### src/rtl/dtlb_assoc_stage_if.sv
// dtlb_assoc_stage_if: request, install/flush and registered-result bundle of the translate slot
interface dtlb_assoc_stage_if #(
  parameter int N_THREADS = 4,
  parameter int VADDR_W = 32,
  parameter int PADDR_W = 20,
  parameter int PAGE_W = 12
);
  localparam int TID_W = N_THREADS > 1 ? $clog2(N_THREADS) : 1;
  localparam int VPN_W = VADDR_W - PAGE_W;
  localparam int PPN_W = PADDR_W - PAGE_W;
  logic req_valid;
  logic [TID_W-1:0] req_thread;
  logic req_mode;
  logic req_mem;
  logic [VADDR_W-1:0] req_vaddr;
  logic hold;
  logic write_en;
  logic [TID_W-1:0] write_thread;
  logic [VPN_W-1:0] write_vpn;
  logic [PPN_W-1:0] write_ppn;
  logic flush_en;
  logic flush_all;
  logic [TID_W-1:0] flush_thread;
  logic out_valid;
  logic [TID_W-1:0] out_thread;
  logic out_miss;
  logic [PADDR_W-1:0] out_paddr;
  logic [15:0] perf_misses;
  modport master (
    output req_valid, req_thread, req_mode, req_mem, req_vaddr, hold,
    output write_en, write_thread, write_vpn, write_ppn,
    output flush_en, flush_all, flush_thread,
    input out_valid, out_thread, out_miss, out_paddr, perf_misses
  );
  modport slave (
    input req_valid, req_thread, req_mode, req_mem, req_vaddr, hold,
    input write_en, write_thread, write_vpn, write_ppn,
    input flush_en, flush_all, flush_thread,
    output out_valid, out_thread, out_miss, out_paddr, perf_misses
  );
endinterface

### src/rtl/dtlb_assoc_stage.sv
// dtlb_assoc_stage: fully-associative thread-tagged data TLB with registered translate result
module dtlb_assoc_stage #(
  parameter int N_ENTRIES = 8,
  parameter int VADDR_W = 32,
  parameter int PADDR_W = 20,
  parameter int PAGE_W = 12,
  parameter int N_THREADS = 4
) (
  input logic clk,
  input logic rst,
  dtlb_assoc_stage_if.slave bus
);
  localparam int VPN_W = VADDR_W - PAGE_W;
  localparam int PPN_W = PADDR_W - PAGE_W;
  localparam int TID_W = N_THREADS > 1 ? $clog2(N_THREADS) : 1;
  localparam int IDX_W = $clog2(N_ENTRIES);
  logic [N_ENTRIES-1:0] v, vf;
  logic [TID_W-1:0] tid [N_ENTRIES];
  logic [VPN_W-1:0] vpn [N_ENTRIES];
  logic [PPN_W-1:0] ppn [N_ENTRIES];
  logic [IDX_W-1:0] ptr, midx, fidx, widx;
  logic hit, mfound, ffound, n_miss;
  logic [PPN_W-1:0] hit_ppn;
  logic [PADDR_W-1:0] n_paddr;
  // lookup on pre-update contents; install choice on post-flush validity; descending scan so lowest index wins
  always_comb begin
    vf = v;
    hit = 1'b0;
    hit_ppn = '0;
    mfound = 1'b0;
    ffound = 1'b0;
    midx = '0;
    fidx = '0;
    for (int i = N_ENTRIES - 1; i >= 0; i--) begin
      vf[i] = v[i] && !(bus.flush_en && (bus.flush_all || tid[i] == bus.flush_thread));
      if (v[i] && tid[i] == bus.req_thread && vpn[i] == bus.req_vaddr[VADDR_W-1:PAGE_W]) begin
        hit = 1'b1;
        hit_ppn = ppn[i];
      end
      if (vf[i] && tid[i] == bus.write_thread && vpn[i] == bus.write_vpn) begin
        mfound = 1'b1;
        midx = IDX_W'(i);
      end
      if (!vf[i]) begin
        ffound = 1'b1;
        fidx = IDX_W'(i);
      end
    end
  end
  assign widx = mfound ? midx : ffound ? fidx : ptr;
  assign n_miss = !bus.req_mode && !hit && bus.req_valid && bus.req_mem;
  assign n_paddr = bus.req_mode ? bus.req_vaddr[PADDR_W-1:0] : hit ? {hit_ppn, bus.req_vaddr[PAGE_W-1:0]} : '0;
  // validity, replacement pointer, output stage and miss counter
  always_ff @(posedge clk) begin
    if (rst) begin
      v <= '0;
      ptr <= '0;
      bus.out_valid <= 1'b0;
      bus.out_thread <= '0;
      bus.out_miss <= 1'b0;
      bus.out_paddr <= '0;
      bus.perf_misses <= '0;
    end else begin
      v <= vf;
      if (bus.write_en) v[widx] <= 1'b1;
      if (bus.write_en && !mfound && !ffound) ptr <= ptr + 1'b1;
      if (!bus.hold) begin
        bus.out_valid <= bus.req_valid;
        bus.out_thread <= bus.req_thread;
        bus.out_miss <= n_miss;
        bus.out_paddr <= n_paddr;
        if (n_miss && bus.perf_misses != 16'hFFFF) bus.perf_misses <= bus.perf_misses + 16'd1;
      end
    end
  end
  // entry payload; validity alone decides whether a slot is live, so no reset needed
  always_ff @(posedge clk) begin
    if (bus.write_en) begin
      tid[widx] <= bus.write_thread;
      vpn[widx] <= bus.write_vpn;
      ppn[widx] <= bus.write_ppn;
    end
  end
endmodule

### src/flat_wrapper.sv
// flat-port wrapper written by rule: the top's interface ports become plain ports
module dtlb_assoc_stage_flat 
#(
  parameter int N_ENTRIES = 8,
  parameter int VADDR_W = 32,
  parameter int PADDR_W = 20,
  parameter int PAGE_W = 12,
  parameter int N_THREADS = 4
)
  (clk, rst, bus_req_valid, bus_req_thread, bus_req_mode, bus_req_mem, bus_req_vaddr, bus_hold, bus_write_en, bus_write_thread, bus_write_vpn, bus_write_ppn, bus_flush_en, bus_flush_all, bus_flush_thread, bus_out_valid, bus_out_thread, bus_out_miss, bus_out_paddr, bus_perf_misses);
  dtlb_assoc_stage_if #(.N_THREADS(N_THREADS), .VADDR_W(VADDR_W), .PADDR_W(PADDR_W), .PAGE_W(PAGE_W)) bus_i ();
  input logic clk;
  input logic rst;
  input wire logic [$bits(bus_i.req_valid)-1:0] bus_req_valid;
  input wire logic [$bits(bus_i.req_thread)-1:0] bus_req_thread;
  input wire logic [$bits(bus_i.req_mode)-1:0] bus_req_mode;
  input wire logic [$bits(bus_i.req_mem)-1:0] bus_req_mem;
  input wire logic [$bits(bus_i.req_vaddr)-1:0] bus_req_vaddr;
  input wire logic [$bits(bus_i.hold)-1:0] bus_hold;
  input wire logic [$bits(bus_i.write_en)-1:0] bus_write_en;
  input wire logic [$bits(bus_i.write_thread)-1:0] bus_write_thread;
  input wire logic [$bits(bus_i.write_vpn)-1:0] bus_write_vpn;
  input wire logic [$bits(bus_i.write_ppn)-1:0] bus_write_ppn;
  input wire logic [$bits(bus_i.flush_en)-1:0] bus_flush_en;
  input wire logic [$bits(bus_i.flush_all)-1:0] bus_flush_all;
  input wire logic [$bits(bus_i.flush_thread)-1:0] bus_flush_thread;
  output wire logic [$bits(bus_i.out_valid)-1:0] bus_out_valid;
  output wire logic [$bits(bus_i.out_thread)-1:0] bus_out_thread;
  output wire logic [$bits(bus_i.out_miss)-1:0] bus_out_miss;
  output wire logic [$bits(bus_i.out_paddr)-1:0] bus_out_paddr;
  output wire logic [$bits(bus_i.perf_misses)-1:0] bus_perf_misses;
  assign bus_i.req_valid = bus_req_valid;
  assign bus_i.req_thread = bus_req_thread;
  assign bus_i.req_mode = bus_req_mode;
  assign bus_i.req_mem = bus_req_mem;
  assign bus_i.req_vaddr = bus_req_vaddr;
  assign bus_i.hold = bus_hold;
  assign bus_i.write_en = bus_write_en;
  assign bus_i.write_thread = bus_write_thread;
  assign bus_i.write_vpn = bus_write_vpn;
  assign bus_i.write_ppn = bus_write_ppn;
  assign bus_i.flush_en = bus_flush_en;
  assign bus_i.flush_all = bus_flush_all;
  assign bus_i.flush_thread = bus_flush_thread;
  assign bus_out_valid = bus_i.out_valid;
  assign bus_out_thread = bus_i.out_thread;
  assign bus_out_miss = bus_i.out_miss;
  assign bus_out_paddr = bus_i.out_paddr;
  assign bus_perf_misses = bus_i.perf_misses;
  dtlb_assoc_stage #(.N_ENTRIES(N_ENTRIES), .VADDR_W(VADDR_W), .PADDR_W(PADDR_W), .PAGE_W(PAGE_W), .N_THREADS(N_THREADS)) u_core (.clk(clk), .rst(rst), .bus(bus_i));
endmodule
### config.mk
export PLATFORM = sky130hd
export DESIGN_NAME = dtlb_assoc_stage_flat
export DESIGN_NICKNAME = d
export VERILOG_FILES = /design/src/rtl/dtlb_assoc_stage_if.sv /design/src/rtl/dtlb_assoc_stage.sv /design/src/flat_wrapper.sv
export SDC_FILE = /design/constraint.sdc
export NUM_CORES = 1
export LEC_CHECK = 0
export BUFFER_PORTS_ARGS = -buffer_cell sky130_fd_sc_hd__clkbuf_2
export CAP_MARGIN = 20
export CORE_MARGIN = 5
export CORE_UTILIZATION = 45
export CTS_BUF_LIST = sky130_fd_sc_hd__clkbuf_16
export DETAILED_ROUTE_END_ITERATION = 10
export HOLD_SLACK_MARGIN = 0.05
export PLACE_DENSITY_LB_ADDON = 0.15
export SKIP_CTS_REPAIR_TIMING = 1
export SYNTH_ARGS = -nofsm -noshare
export SYNTH_HDL_FRONTEND = slang
export SYNTH_SLANG_ARGS = --single-unit
### constraint.sdc
create_clock -name clk -period 3.85 [get_ports clk]
set_input_delay 0.77 -clock clk [delete_from_list [all_inputs] [get_ports clk]]
set_output_delay 0.77 -clock clk [all_outputs]
set_load 0.05 [all_outputs]
==> metrics.md <==
| Metric | Value |
|---|---|
| Switching Share | 0.254 |
| I/O Buffers | 114 |
| Post-synthesis sequential area ratio | 0.533 |
| Critical path fanouts, max | 10 |
| Routed length on met2 | 22,200 um |
| Yosys warning count | 0 |
| Largest family of logic cells by synthesized area | XOR/XNOR gates |
| Post-route DRC | 0 |
| CP dominant cell by count | buf_4 |
| Pwr Density | 418 nW/um^2 |
| Peak VDD IR | 359 uV |
| # setup viols final | 0 |
| # clock sinks | 291 |
| Max Clk Rate | 298 MHz |
| Multi-input logic area | 6660 um^2 |
| RSZ-0062 raised after global routing | false |
| Most used DFF post-synth | edfxtp_1 |
| GRT Overall Usage | 0.263 |
| Worst slew pin tran | 1.00 ns |
| Diodes inserted | 0 |
| Cell with the most instances after synthesis | edfxtp_1 |
| Die area | 38,100 um^2 |
| Initial drt markers | 1,162 |
| Data arrival time of the worst path | 3.57 ns |
| Die Y | 195 um |
| Clk pwr share | 0.426 |
| Outcome | complete, no violations |
| Synth Instances | 1,284 |
| Mux contribution to synthesized area | 0.0139 |
| Worst path max stage delay | 0.46 ns |
| WP buf/inv | 3 |
| Area Growth Syn to Fin | 17.8% |
| Sequential cell fraction of total power | 0.465 |
| Clock skew | 0.0261 ns |
| Period minus WS final | 3.35 ns |
| Startpoint types | input port |
| Reg clk slew, reported paths | 0.06 ns |
| Slew Viols, Final | 0 |
| Syn Area/Cell | 12.0 um^2 |
| WL/cell | 26.6 um |
| Pre-CTS setup slack | 0.0600 ns |
| Clk_lat worst skew | 0.53 ns |
| Top cell type's share of synthesized area | 0.467 |
| Number of flops mapped to enable cells by yosys | 240 |
| Vias in the first global route | 11.0k |
| Slowest CP cell | a21oi_1 |
| # rows | 67 |
| Fin crit share | 0.870 |
| Global-route wire length before repair | 74,900 um |
| Root Driver | clkbuf_16 |
| Post-Synth Adder-Cell Area | 0.00162 |
| Hold Vio Cnt, Final | 0 |
| Pre-antenna DRT Iters | 6 |
| Worst reg2reg setup slack | 0.61 ns |
| Hold depth | 3 |
| Crit path max-delay family | simple AND/OR/NAND/NOR gates |
| Placer congestion estimate | 1.01 |
| CTS buffer count | 34 |
| Pin count of the biggest net entering global routing | 48 |
| DPL Wire Length | 38,600 um |
| Hold WC Path Type | input port to register |
| Layout cell share with drive strength beyond 1 | 0.196 |
| Total gr overflow | 0 |
| Ranking of synthesized cells by area | edfxtp_1 47%, xor2_1 11%, xnor2_1 9.6%, dfxtp_1 6.6%, nor4_1 2.9% |
| Max Used Layer | met4 |
| Fillers | 2,952 |
| Max clock buf depth | 3 |
| DRT antenna net count | 0 |
| Met1 wire length | 23,200 um |
| Synth Area in Compound Gates | 0.0685 |
| XOR/XNOR share of the synthesized area | 0.210 |
| Met3 WL | 5020 um |
| Endpoint type of the worst setup path | register |
| Worst Slack Setup Final | 0.499 ns |
| Asr flop ratio synth | 0 |
| Final WL | 51,700 um |
| Initial antenna violation count | 0 |
| Cell Area, Synth | 15,400 um^2 |
| Via density | 5.83 |
| Worst endpoint required time | 4.07 ns |
| Synth Area in Simple Gates | 0.137 |
| Core Area | 33,700 um^2 |
| Die width | 195 um |
| Cell leakage power | 6.41 nW |
| Syn Nets | 1,361 |
| CP Depth | 10 |
| CTS tree | yes |
| Total net switching power | 1.93 mW |
| CP Cell Sequence | clkbuf_2, buf_4, xnor2_1, nand4_1, nor4_1, nand3_1, nor4b_1, a21oi_1, and3_1, buf_4 |
| Max cap viols | 0 |
| Total power draw | 7.59 mW |
| IO Pins | 115 |
| Critical path class | input port to register |
| Via count | 11.3k |
| P_int | 5.67 mW |
| Combinational share of power | 0.109 |
| Layout Nets | 1,550 |
| Yosys top cell by area | edfxtp_1 |
| Reg2Reg Depth | 8 |
| Most frequent cells after synthesis | 240 x edfxtp_1, 200 x xor2_1, 170 x xnor2_1 |
| Rel. slew slack | 0.329 |
| Initial core utilization | 0.458 |
| Number of synthesized register bits | 291 |
| Sequential Area | 8230 um^2 |
| Synth unique cells | 80 |
| Setup TNS | 0 ns |
| H-tree depth | 2 |
routing by layer:
layer / vias to the layer above / track usage
met5: - / 0
met3: 70 / 0.0595
met4: 0 / 0.0688
met1: 5578 / 0.392
met2: 566 / 0.390
li1: 5121 / -
cell usage in the layout, fill, tap and decap left out, types with 5 or more instances in the layout:
master	netlist	layout
edfxtp_1	240	240
xor2_1	200	200
xnor2_1	170	170
clkbuf_2	0	114
buf_4	22	95
nor4_1	72	72
nand4_1	64	64
nor2_1	52	52
dfxtp_1	51	51
nand2_1	46	46
clkbuf_16	0	36
a21oi_1	31	31
inv_1	27	31
nand3_1	26	26
o21ai_0	23	23
nand2b_1	13	13
o211ai_1	12	12
nor4b_1	12	12
mux2i_1	12	12
a22oi_1	12	12
buf_12	0	12
nor2b_1	11	11
o22a_1	9	9
and3_1	11	9
a211oi_1	8	8
nor3_1	9	8
or3_1	7	7
clkinv_1	1	7
o221a_1	7	7
clkinv_2	0	7
o21a_1	6	6
or4_1	6	6
o31ai_1	5	5
area by class of cell:
class / instances / share of cell area
clock buffer: 36 / 0.0495
inverter: 28 / 0.00578
tap: 448 / 0.0308
clock inverter: 24 / 0.0114
timing repair buffer: 221 / 0.0838
multi-input combinational: 897 / 0.366
sequential: 291 / 0.453
power by group through the flow:
stage	Clock [mW]	Combinational [mW]	Sequential (mW)
floorplan	0	0.435	3.63
global placement	0	0.812	3.60
detailed placement	0	0.811	3.60
CTS	3.28	0.815	3.53
global route	3.40	0.872	3.53
finish	3.23	0.830	3.53
cells by family (layout without fill, tap and decap cells):
group,count (synthesis),after routing
adders and majority gates,2,2
xor gates and xnor gates,370,370
and+or+nand+nor,360,360
AOI/OAI and AO/OA,146,146
DFF,291,291
muxes,19,19
buffers and inverters,96,309
registers in the layout (all words and copies together), names as in the netlist:
| name | cells |
|---|---|
| u_core.vpn | 160 |
| u_core.ppn | 64 |
| u_core.bus.out_paddr | 20 |
| u_core.bus.perf_misses | 16 |
| u_core.tid | 16 |
| u_core.v | 8 |
| u_core.ptr | 3 |
| u_core.bus.out_thread | 2 |
| u_core.bus.out_miss | 1 |
| u_core.bus.out_valid | 1 |
stage by stage:
step	cells	hold WS, ns	util	cell area (um^2)
after floorplan	1284	0.474	-	15400
after global placement	1885	0.477	0.507	17100
after detailed placement	1885	0.487	0.507	17100
after CTS	1945	0.476	0.540	18200
after global routing	1945	0.494	0.540	18200
final	1945	0.490	0.540	18200
worst paths after layout:
path                                    start                                   end
min                          bus_req_vaddr[0]  u_core.bus.out_paddr[0]$_SDFFE_PP0N_
max reg2reg        u_core.tid[4][0]$_DFFE_PP_            u_core.vpn[2][6]$_DFFE_PP_
min reg2reg  u_core.bus.out_miss$_SDFFE_PP0N_      u_core.bus.out_miss$_SDFFE_PP0N_
max                       bus_write_thread[1]            u_core.vpn[2][6]$_DFFE_PP_
tightest hold or removal path: cells and delay by family:
family                 cells  cell delay (ns)
and+or+nand+nor            1             0.08
buffers and inverters      1             0.07
AOI/OAI and AO/OA          1             0.05
(Power assumes the default switching activity.)
